File: src/rtl/cpu_run_ctrl.sv
// cpu_run_ctrl: run/load controller for the single-cycle core.
//   Loads a program into instruction memory as pairs of 16-bit halfwords
//   (high half first), holds the core in reset while idle or loading, and
//   sequences run / single-step / stop with halt on a halt instruction or
//   a PC breakpoint.
// Ports:
//   clk, rst             clock, asynchronous active-high reset
//   cmd_valid/cmd        command strobe and code; cmd_ready is the handshake
//   load_words           word count, sampled when LOAD is accepted
//   signal, sig_valid    load halfword stream
//   bp_en, bp_addr       PC breakpoint
//   pc_out, inst         core PC and current instruction
//   core_rst, pc_en      core reset and advance/commit enable
//   imem_we/waddr/wdata  instruction-memory write port
//   halted, done         halt level and one-cycle halt-entry pulse
//   halt_cause           0 none, 1 halt insn, 2 breakpoint, 3 stop/step
//   cycle_cnt            saturating count of pc_en cycles
// 32-bit buses are numbered [0:31] with bit 0 the MSB.
module cpu_run_ctrl #(
    parameter int          IMEM_AW   = 6,
    parameter logic [0:31] HALT_INSN = 32'hFFFF_FFFF,
    parameter int          CYC_W     = 16
) (
    input  logic               clk,
    input  logic               rst,
    input  logic               cmd_valid,
    input  logic [2:0]         cmd,
    output logic               cmd_ready,
    input  logic [IMEM_AW:0]   load_words,
    input  logic [15:0]        signal,
    input  logic               sig_valid,
    input  logic               bp_en,
    input  logic [0:31]        bp_addr,
    input  logic [0:31]        pc_out,
    input  logic [0:31]        inst,
    output logic               core_rst,
    output logic               pc_en,
    output logic               imem_we,
    output logic [IMEM_AW-1:0] imem_waddr,
    output logic [0:31]        imem_wdata,
    output logic               halted,
    output logic               done,
    output logic [1:0]         halt_cause,
    output logic [CYC_W-1:0]   cycle_cnt
);

    localparam logic [2:0] CMD_LOAD  = 3'd1;
    localparam logic [2:0] CMD_RUN   = 3'd2;
    localparam logic [2:0] CMD_STEP  = 3'd3;
    localparam logic [2:0] CMD_STOP  = 3'd4;
    localparam logic [2:0] CMD_CLEAR = 3'd5;

    localparam logic [IMEM_AW:0] DEPTH = {1'b1, {IMEM_AW{1'b0}}};

    typedef enum logic [2:0] {
        S_IDLE, S_LOAD_HI, S_LOAD_LO, S_LOAD_WR, S_RUN, S_STEP, S_HALT
    } state_t;

    state_t           state;
    logic [IMEM_AW:0] n_words;
    logic             first_cycle;
    logic             fire, is_halt, bp_hit, halt_cond;

    assign core_rst  = (state == S_IDLE) || (state == S_LOAD_HI) ||
                       (state == S_LOAD_LO) || (state == S_LOAD_WR);
    assign cmd_ready = (state == S_IDLE) || (state == S_RUN) || (state == S_HALT);
    assign imem_we   = (state == S_LOAD_WR);
    assign halted    = (state == S_HALT);
    assign fire      = cmd_valid && cmd_ready;

    // Breakpoint is masked on the first RUN cycle so a resume from the
    // breakpoint PC executes that instruction instead of halting again.
    assign is_halt   = (inst == HALT_INSN);
    assign bp_hit    = bp_en && (pc_out == bp_addr) && !first_cycle;
    assign halt_cond = is_halt || bp_hit;

    always_comb begin
        pc_en = 1'b0;
        case (state)
            S_RUN:   pc_en = !halt_cond;
            S_STEP:  pc_en = !is_halt;
            default: pc_en = 1'b0;
        endcase
    end

    always_ff @(posedge clk or posedge rst) begin
        if (rst) begin
            state       <= S_IDLE;
            n_words     <= '0;
            imem_waddr  <= '0;
            imem_wdata  <= '0;
            first_cycle <= 1'b0;
            done        <= 1'b0;
            halt_cause  <= 2'd0;
            cycle_cnt   <= '0;
        end else begin
            done        <= 1'b0;
            first_cycle <= 1'b0;
            if (pc_en && cycle_cnt != '1)
                cycle_cnt <= cycle_cnt + 1'b1;

            case (state)
                S_IDLE: begin
                    if (fire) begin
                        case (cmd)
                            CMD_LOAD: begin
                                n_words    <= (load_words > DEPTH) ? DEPTH : load_words;
                                imem_waddr <= '0;
                                if (load_words != '0)
                                    state <= S_LOAD_HI;
                            end
                            CMD_RUN: begin
                                state       <= S_RUN;
                                first_cycle <= 1'b1;
                            end
                            CMD_STEP:  state <= S_STEP;
                            CMD_CLEAR: begin
                                cycle_cnt  <= '0;
                                halt_cause <= 2'd0;
                            end
                            default: ;
                        endcase
                    end
                end
                S_LOAD_HI: begin
                    if (sig_valid) begin
                        imem_wdata[0:15] <= signal;
                        state            <= S_LOAD_LO;
                    end
                end
                S_LOAD_LO: begin
                    if (sig_valid) begin
                        imem_wdata[16:31] <= signal;
                        state             <= S_LOAD_WR;
                    end
                end
                S_LOAD_WR: begin
                    if ({1'b0, imem_waddr} == n_words - 1'b1) begin
                        state <= S_IDLE;
                    end else begin
                        imem_waddr <= imem_waddr + 1'b1;
                        state      <= S_LOAD_HI;
                    end
                end
                S_RUN: begin
                    // A halt condition outranks a coincident STOP.
                    if (halt_cond) begin
                        state      <= S_HALT;
                        done       <= 1'b1;
                        halt_cause <= is_halt ? 2'd1 : 2'd2;
                    end else if (fire && cmd == CMD_STOP) begin
                        state      <= S_HALT;
                        done       <= 1'b1;
                        halt_cause <= 2'd3;
                    end
                end
                S_STEP: begin
                    state      <= S_HALT;
                    done       <= 1'b1;
                    halt_cause <= is_halt ? 2'd1 : 2'd3;
                end
                S_HALT: begin
                    if (fire) begin
                        case (cmd)
                            CMD_RUN: begin
                                state       <= S_RUN;
                                first_cycle <= 1'b1;
                            end
                            CMD_STEP:  state <= S_STEP;
                            CMD_CLEAR: begin
                                state      <= S_IDLE;
                                cycle_cnt  <= '0;
                                halt_cause <= 2'd0;
                            end
                            default: ;
                        endcase
                    end
                end
                default: state <= S_IDLE;
            endcase
        end
    end

endmodule

File: config.mk
export PLATFORM = sky130hd
export DESIGN_NAME = cpu_run_ctrl
export DESIGN_NICKNAME = d
export VERILOG_FILES = /design/src/rtl/cpu_run_ctrl.sv
export SDC_FILE = /design/constraint.sdc
export NUM_CORES = 1
export LEC_CHECK = 0
export ABC_AREA = 1
export BUFFER_PORTS_ARGS = -buffer_cell sky130_fd_sc_hd__buf_2
export CORE_MARGIN = 1.5
export CORE_UTILIZATION = 40
export DETAILED_ROUTE_END_ITERATION = 12
export PLACE_DENSITY = 0.69
export SYNTH_ARGS = -nofsm -noshare
export SYNTH_HDL_FRONTEND = slang
export SYNTH_SLANG_ARGS = --single-unit
File: constraint.sdc
create_clock -name clk -period 3.15 [get_ports clk]
set_clock_uncertainty 0.05 [all_clocks]
set_input_delay 0.63 -clock clk [delete_from_list [all_inputs] [get_ports clk]]
set_output_delay 0.63 -clock clk [all_outputs]
set_load 0.1 [all_outputs]
==> impl_metrics.toml, run 1 <==
[status]
status = "complete, no violations"

[power]
powerDensity_nw_per_um2 = 1070
p_sw_share_pct = 63.2
p_int_mw = 2.16
netSwitchingPower_mw = 3.71
clockPowerShare_pct = 11.1
p_comb_share_pct = 63.9
report.power.total_mw = 5.87
p_seq_share_pct = 25.0
leakage_nw = 3.22
vdd_drop_max_uv = 910

[worst_setup_path]
crit_type = "primary input to output port"
slowest_stage = "buf_2"
worstPathArrival_ns = 2.07
crit_chain = "buf_2, nand2_1, inv_1, nand4_1, nor2_1, nand2_1, inv_1, nor2_1, nand2_1, nand2_2, buf_2"
critPathMaxStageDelay_ns = 0.46
path_common_cell = "nand2_1"
required_ns = 2.47
start_kind = "primary input"
cp-end-kind = "output port"
r2r_slack_ns = 1.00
crit_fanout = 7

[timing]
rsz0062_at_grt = "no"
fin_crit_ns = 2.75
setup_tns_ns = 0
timing.final.ws_setup_ns = 0.402
tightest_slew_ns = 1.02
whs_ns = 0.363
fin_crit_sh_pct = 87.2
setup_viol = 0
slew_viol_final = 0
max_freq_ghz = 0.364
max_slew_margin_pct = 32.0
hold_violations = 0

[detailed_routing]
wl_per_cell_um = 11.9
route.met3.wl_um = 907
first_pass_iters = 6
wl_met2_mm = 5.22
highest-signal-layer = "met4"
viasPerCell = 4.70
vias = 4419
wl_met1_mm = 4.87
drt_iter0_drc = 224
wirelength_mm = 11.1
ant_nets = 0
drc = 0

[clock_network]
cts_setup_buffers = 0
cts_sinks = 68
htree_levels = 3
holdBufCountCts = 0
tritoncts = "done"
cts_root_buf = "clkbuf_8"
clk_latency_ns = 0.34
path_clk_slew_ns = 0.09
clockBufferDepth = 2
cts_buffers = 9
post_cts_resized = 0

[synthesis]
synthesis.area_um2 = 4190
synth.avg_cell_area_um2 = 6.92
synth_seq_area_share_pct = 40.6
synthesis.nets = 735
synth_cell_types = 35
synth_cells = 605
synth_seq_cells = 68
ys.warnings.count = 0

[floorplan]
die_h_um = 105
start_util_pct = 40.9
dieArea_um2 = 11100
fp.dieW_um = 105
ios = 189
core_area_um2 = 10200
rows = 37

[global_route]
grt_pass1_wl_mm = 18.9
grt_pass1_vias = 4310
antenna_found_initial = 1
grt_overflow = 0
grtUsageTotal_pct = 20.7
grt_max_degree = 39

[cells_and_area]
fillers = 1041
area_growth_pct = 30.5
multiInputGateArea_um2 = 2000
final_nets = 929
layout_common_cells = "buf_2 (188), nand2_1 (178), inv_1 (115)"
antenna-diode-count = 0
drive_gt1_share_pct = 28.5
final_common_cell = "buf_2"
regArea_um2 = 1700
final_util_pct = 53.4

[placed_design]
dp_slack_ns = 0.407
port_buffers = 188
dp_hpwl_mm = 8.86
place.gp.congestion = 0.916

[hold_path]
hold_class = "primary input to asynchronous set/reset pin"

[run]
drv_cap = 0
[worst max-delay path, delay by kind of cell]
| kind | cells | cell delay (ns) |
|---|---|---|
| simple gates | 7 | 0.76 |
| buf+inv | 4 | 0.68 |
[logic make-up after synthesis]
logic type / synth area share [%]
compound gates: 9.77
xor+xnor: 5.23
buf+inv: 11.6
fa+ha+maj: 0.897
simple gates: 31.9
flops: 40.6
[final cells by class]
cell class | count | area share [%]
Multi-Input combinational cell | 409 | 36.6
Sequential cell | 68 | 31.2
Tap cell | 136 | 3.12
Clock buffer | 10 | 2.34
Clock inverter | 6 | 0.893
Inverter | 120 | 8.25
Timing Repair Buffer | 191 | 17.6
[sequential cells by signal, indices dropped and copies added, names as in the netlist]
register / flops
imem_wdata: 32
halt_cause: 2
cycle_cnt: 16
imem_waddr: 6
state: 3
n_words: 7
first_cycle: 1
done: 1
[worst paths after layout]
kind / startpoint / end / depth (start not counted)
worst max-delay path: inst[8] / pc_en / 11
worst min-delay path: rst / imem_wdata[22] / 2
worst max register to register: cycle_cnt[0] / cycle_cnt[7] / 10
worst min register to register: imem_wdata[18] / imem_wdata[18] / 2
max in group asynchronous: rst / halt_cause[0] / 3
min in group clk: imem_wdata[18] / imem_wdata[18] / 2
[cells in the mapped netlist]
master	n	share of area, %
nor3_1	7	0.84
nor2_2	2	0.30
a22o_1	1	0.21
nand2_1	178	16
nor4_4	1	0.51
inv_1	116	10
a41oi_1	1	0.21
xnor2_1	9	1.9
o21ai_2	1	0.21
a21oi_1	16	1.9
o22ai_1	2	0.30
nor2_1	57	5.1
o31ai_1	1	0.18
nor4_1	2	0.30
or2_2	3	0.45
nand2_4	3	0.81
o21ai_1	3	0.36
nand3_2	1	0.24
a211oi_1	1	0.18
nor3_2	1	0.24
inv_2	4	0.36
buf_4	1	0.18
buf_2	1	0.12
o21ai_0	49	5.9
o211ai_1	2	0.36
xor2_1	16	3.3
nor2_4	1	0.27
nor3_4	2	0.78
clkbuf_1	6	0.54
ha_1	3	0.90
nand3_1	28	3.3
nand2_2	3	0.45
nand3b_1	1	0.18
dfrtp_1	68	41
nand4_1	14	2.1
[power by group through the flow]
stage	clock network [mW]	registers, mW	logic (mW)
6_report	0.652	1.47	3.75
4_1_cts	0.679	1.47	3.77
5_1_grt	0.711	1.52	3.98
3_3_place_gp	0	1.46	3.72
2_1_floorplan	0	3.43	1.13
3_5_place_dp	0	1.47	3.77
[metrics by stage]
step	std cells	instance area, µm²
finish	940	5460
global placement	924	5290
detailed placement	924	5290
global route	940	5460
floorplan	605	4190
CTS	940	5460
[per-layer routing]
metal	up-vias	global-route usage, %
met1	1988	25.7
met3	18	6.62
met4	0	5.09
li1	2249	-
met5	-	0
met2	164	34.9
Power figures use the tool's default switching activity.
==> run 2, diff against run 1 <==
--- a/config.mk
+++ b/config.mk
@@ -7,6 +7,7 @@
 export LEC_CHECK = 0
 export ABC_AREA = 1
 export BUFFER_PORTS_ARGS = -buffer_cell sky130_fd_sc_hd__buf_2
+export CORE_ASPECT_RATIO = 0.7
 export CORE_MARGIN = 1.5
 export CORE_UTILIZATION = 40
 export DETAILED_ROUTE_END_ITERATION = 12
==> constraint.sdc (replaced) <==
create_clock -name clk -period 3.15 [get_ports clk]
set_clock_uncertainty 0.05 [all_clocks]
set_input_delay 0.63 -clock clk [delete_from_list [all_inputs] [get_ports clk]]
set_output_delay 0.63 -clock clk [all_outputs]
set_load 0.01 [all_outputs]
==> run 2 against run 1 <==
  * Sequential share of layout area down 0.71 points
  * Wire length decreased by 0.98%
  * Worst hold slack worse by 0.12 ns
  * Cell count fell by 0.43%
  * Cell area grew 2.3%
==> impl_metrics.toml, run 2 (synthesis results as in run 1) <==
[placed_design]
port_buffers = 188
dp_hpwl_mm = 8.71
dp_slack_ns = 0.597
place.gp.congestion = 0.823

[timing]
max_slew_margin_pct = 31.9
whs_ns = 0.241
setup_viol = 0
setup_tns_ns = 0
rsz0062_at_grt = "no"
fin_crit_ns = 2.52
slew_viol_final = 0
timing.final.ws_setup_ns = 0.627
tightest_slew_ns = 1.02
fin_crit_sh_pct = 80.1
hold_violations = 0
max_freq_ghz = 0.396

[detailed_routing]
first_pass_iters = 5
wirelength_mm = 11.0
route.met3.wl_um = 852
drt_iter0_drc = 278
wl_met2_mm = 5.04
viasPerCell = 4.67
highest-signal-layer = "met4"
ant_nets = 0
wl_met1_mm = 5.07
drc = 0
vias = 4367
wl_per_cell_um = 11.8

[power]
powerDensity_nw_per_um2 = 750
leakage_nw = 3.29
vdd_drop_max_uv = 492

[cells_and_area]
final_nets = 929
drive_gt1_share_pct = 28.6
fillers = 983
final_util_pct = 54.4
final_common_cell = "buf_2"
area_growth_pct = 33.5
top_register = "imem_wdata"
antenna-diode-count = 0
layout_common_cells = "buf_2 (188), nand2_1 (178), inv_1 (115)"
largest_register_ffs = 32
reg_top3 = "imem_wdata: 32 flops, cycle_cnt: 16 flops, n_words: 7 flops"

[clock_network]
tritoncts = "done"
cts_root_buf = "clkbuf_16"
holdBufCountCts = 0
cts_sinks = 68
htree_levels = 3
cts_buffers = 9
clockBufferDepth = 2
clk_latency_ns = 0.33
cts_setup_buffers = 0
path_clk_slew_ns = 0.06
post_cts_resized = 0

[global_route]
antenna_found_initial = 0
grt_max_degree = 33
grtUsageTotal_pct = 20.0
grt_pass1_wl_mm = 17.9
grt_pass1_vias = 3934
grt_overflow = 0

[floorplan]
fp.dieW_um = 125
ios = 189
start_util_pct = 40.7
core_area_um2 = 10300
rows = 31
die_h_um = 88.6
dieArea_um2 = 11100

[worst_setup_path]
cp-end-kind = "output port"
critPathMaxStageDelay_ns = 0.18
crit_fanout = 7
critPathTopFamily = "simple AND/OR/NAND/NOR gates"
worstPathArrival_ns = 1.84
crit_type = "primary input to output port"
slowest_stage = "buf_2"
crit_chain = "buf_2, xnor2_1, nand2_1, nor2_1, nand2_1, nor2_1, nand3_1, nand2_1, nand2_2, buf_2"
crit_buf_inv = 2
path_common_cell = "nand2_1"
required_ns = 2.47
start_kind = "primary input"
r2r_slack_ns = 0.97

[hold_path]
hold_class = "primary input to asynchronous set/reset pin"

[run]
drv_cap = 0

[status]
status = "complete, no violations"
-- run 2: changes by cell type in the layout (fill, tap and decap cells not counted) --
cell,before,now
clkbuf_16,0,9
inv_8,0,1
clkinvlp_4,3,1
bufinv_16,0,1
clkbuf_1,1,0
clkbuf_8,9,0
inv_6,1,2
-- run 2: where the power goes --
part / total [mW] / internal, mW / switching [mW]
Combinational: 1.66 / 0.655 / 1.01
Clock: 1.05 / 0.627 / 0.420
Sequential: 1.48 / 1.21 / 0.265
-- run 2: layout make-up --
type	count	area, µm²	share of cell area (%)
multi-input cells	409	2000	35.8
flip-flops and latches	68	1700	30.4
repair buffers	191	963	17.2
inverters	120	450	8.06
clock buffers	9	225	4.03
well taps	132	165	2.95
clock inverters	7	83.8	1.50
-- run 2: path summary, 6_finish.rpt --
path,startpoint,end,depth (start not counted)
worst max-delay path,bp_addr[15],pc_en,10
worst min-delay path,rst,cycle_cnt[1],2
worst max register to register,state[2],cycle_cnt[0],10
worst min register to register,imem_wdata[6],imem_wdata[6],2
max in group asynchronous,rst,imem_wdata[5],3
min in group clk,imem_wdata[6],imem_wdata[6],2
-- run 2: per-stage QoR --
| stage | area, µm² | cells | power [mW] |
|---|---|---|---|
| CTS | 5590 | 936 | 4.22 |
| global placement | 5280 | 920 | 3.10 |
| detailed placement | 5280 | 920 | 3.15 |
| finish | 5590 | 936 | 4.19 |
| floorplan | 4190 | 605 | 2.52 |
| global route | 5590 | 936 | 4.51 |
-- run 2: routing by layer --
metal | vias to the layer above | global-route usage [%]
met5 | - | 0
met4 | 0 | 5.37
met3 | 7 | 6.17
met2 | 155 | 32.8
met1 | 1947 | 26.2
li1 | 2258 | -
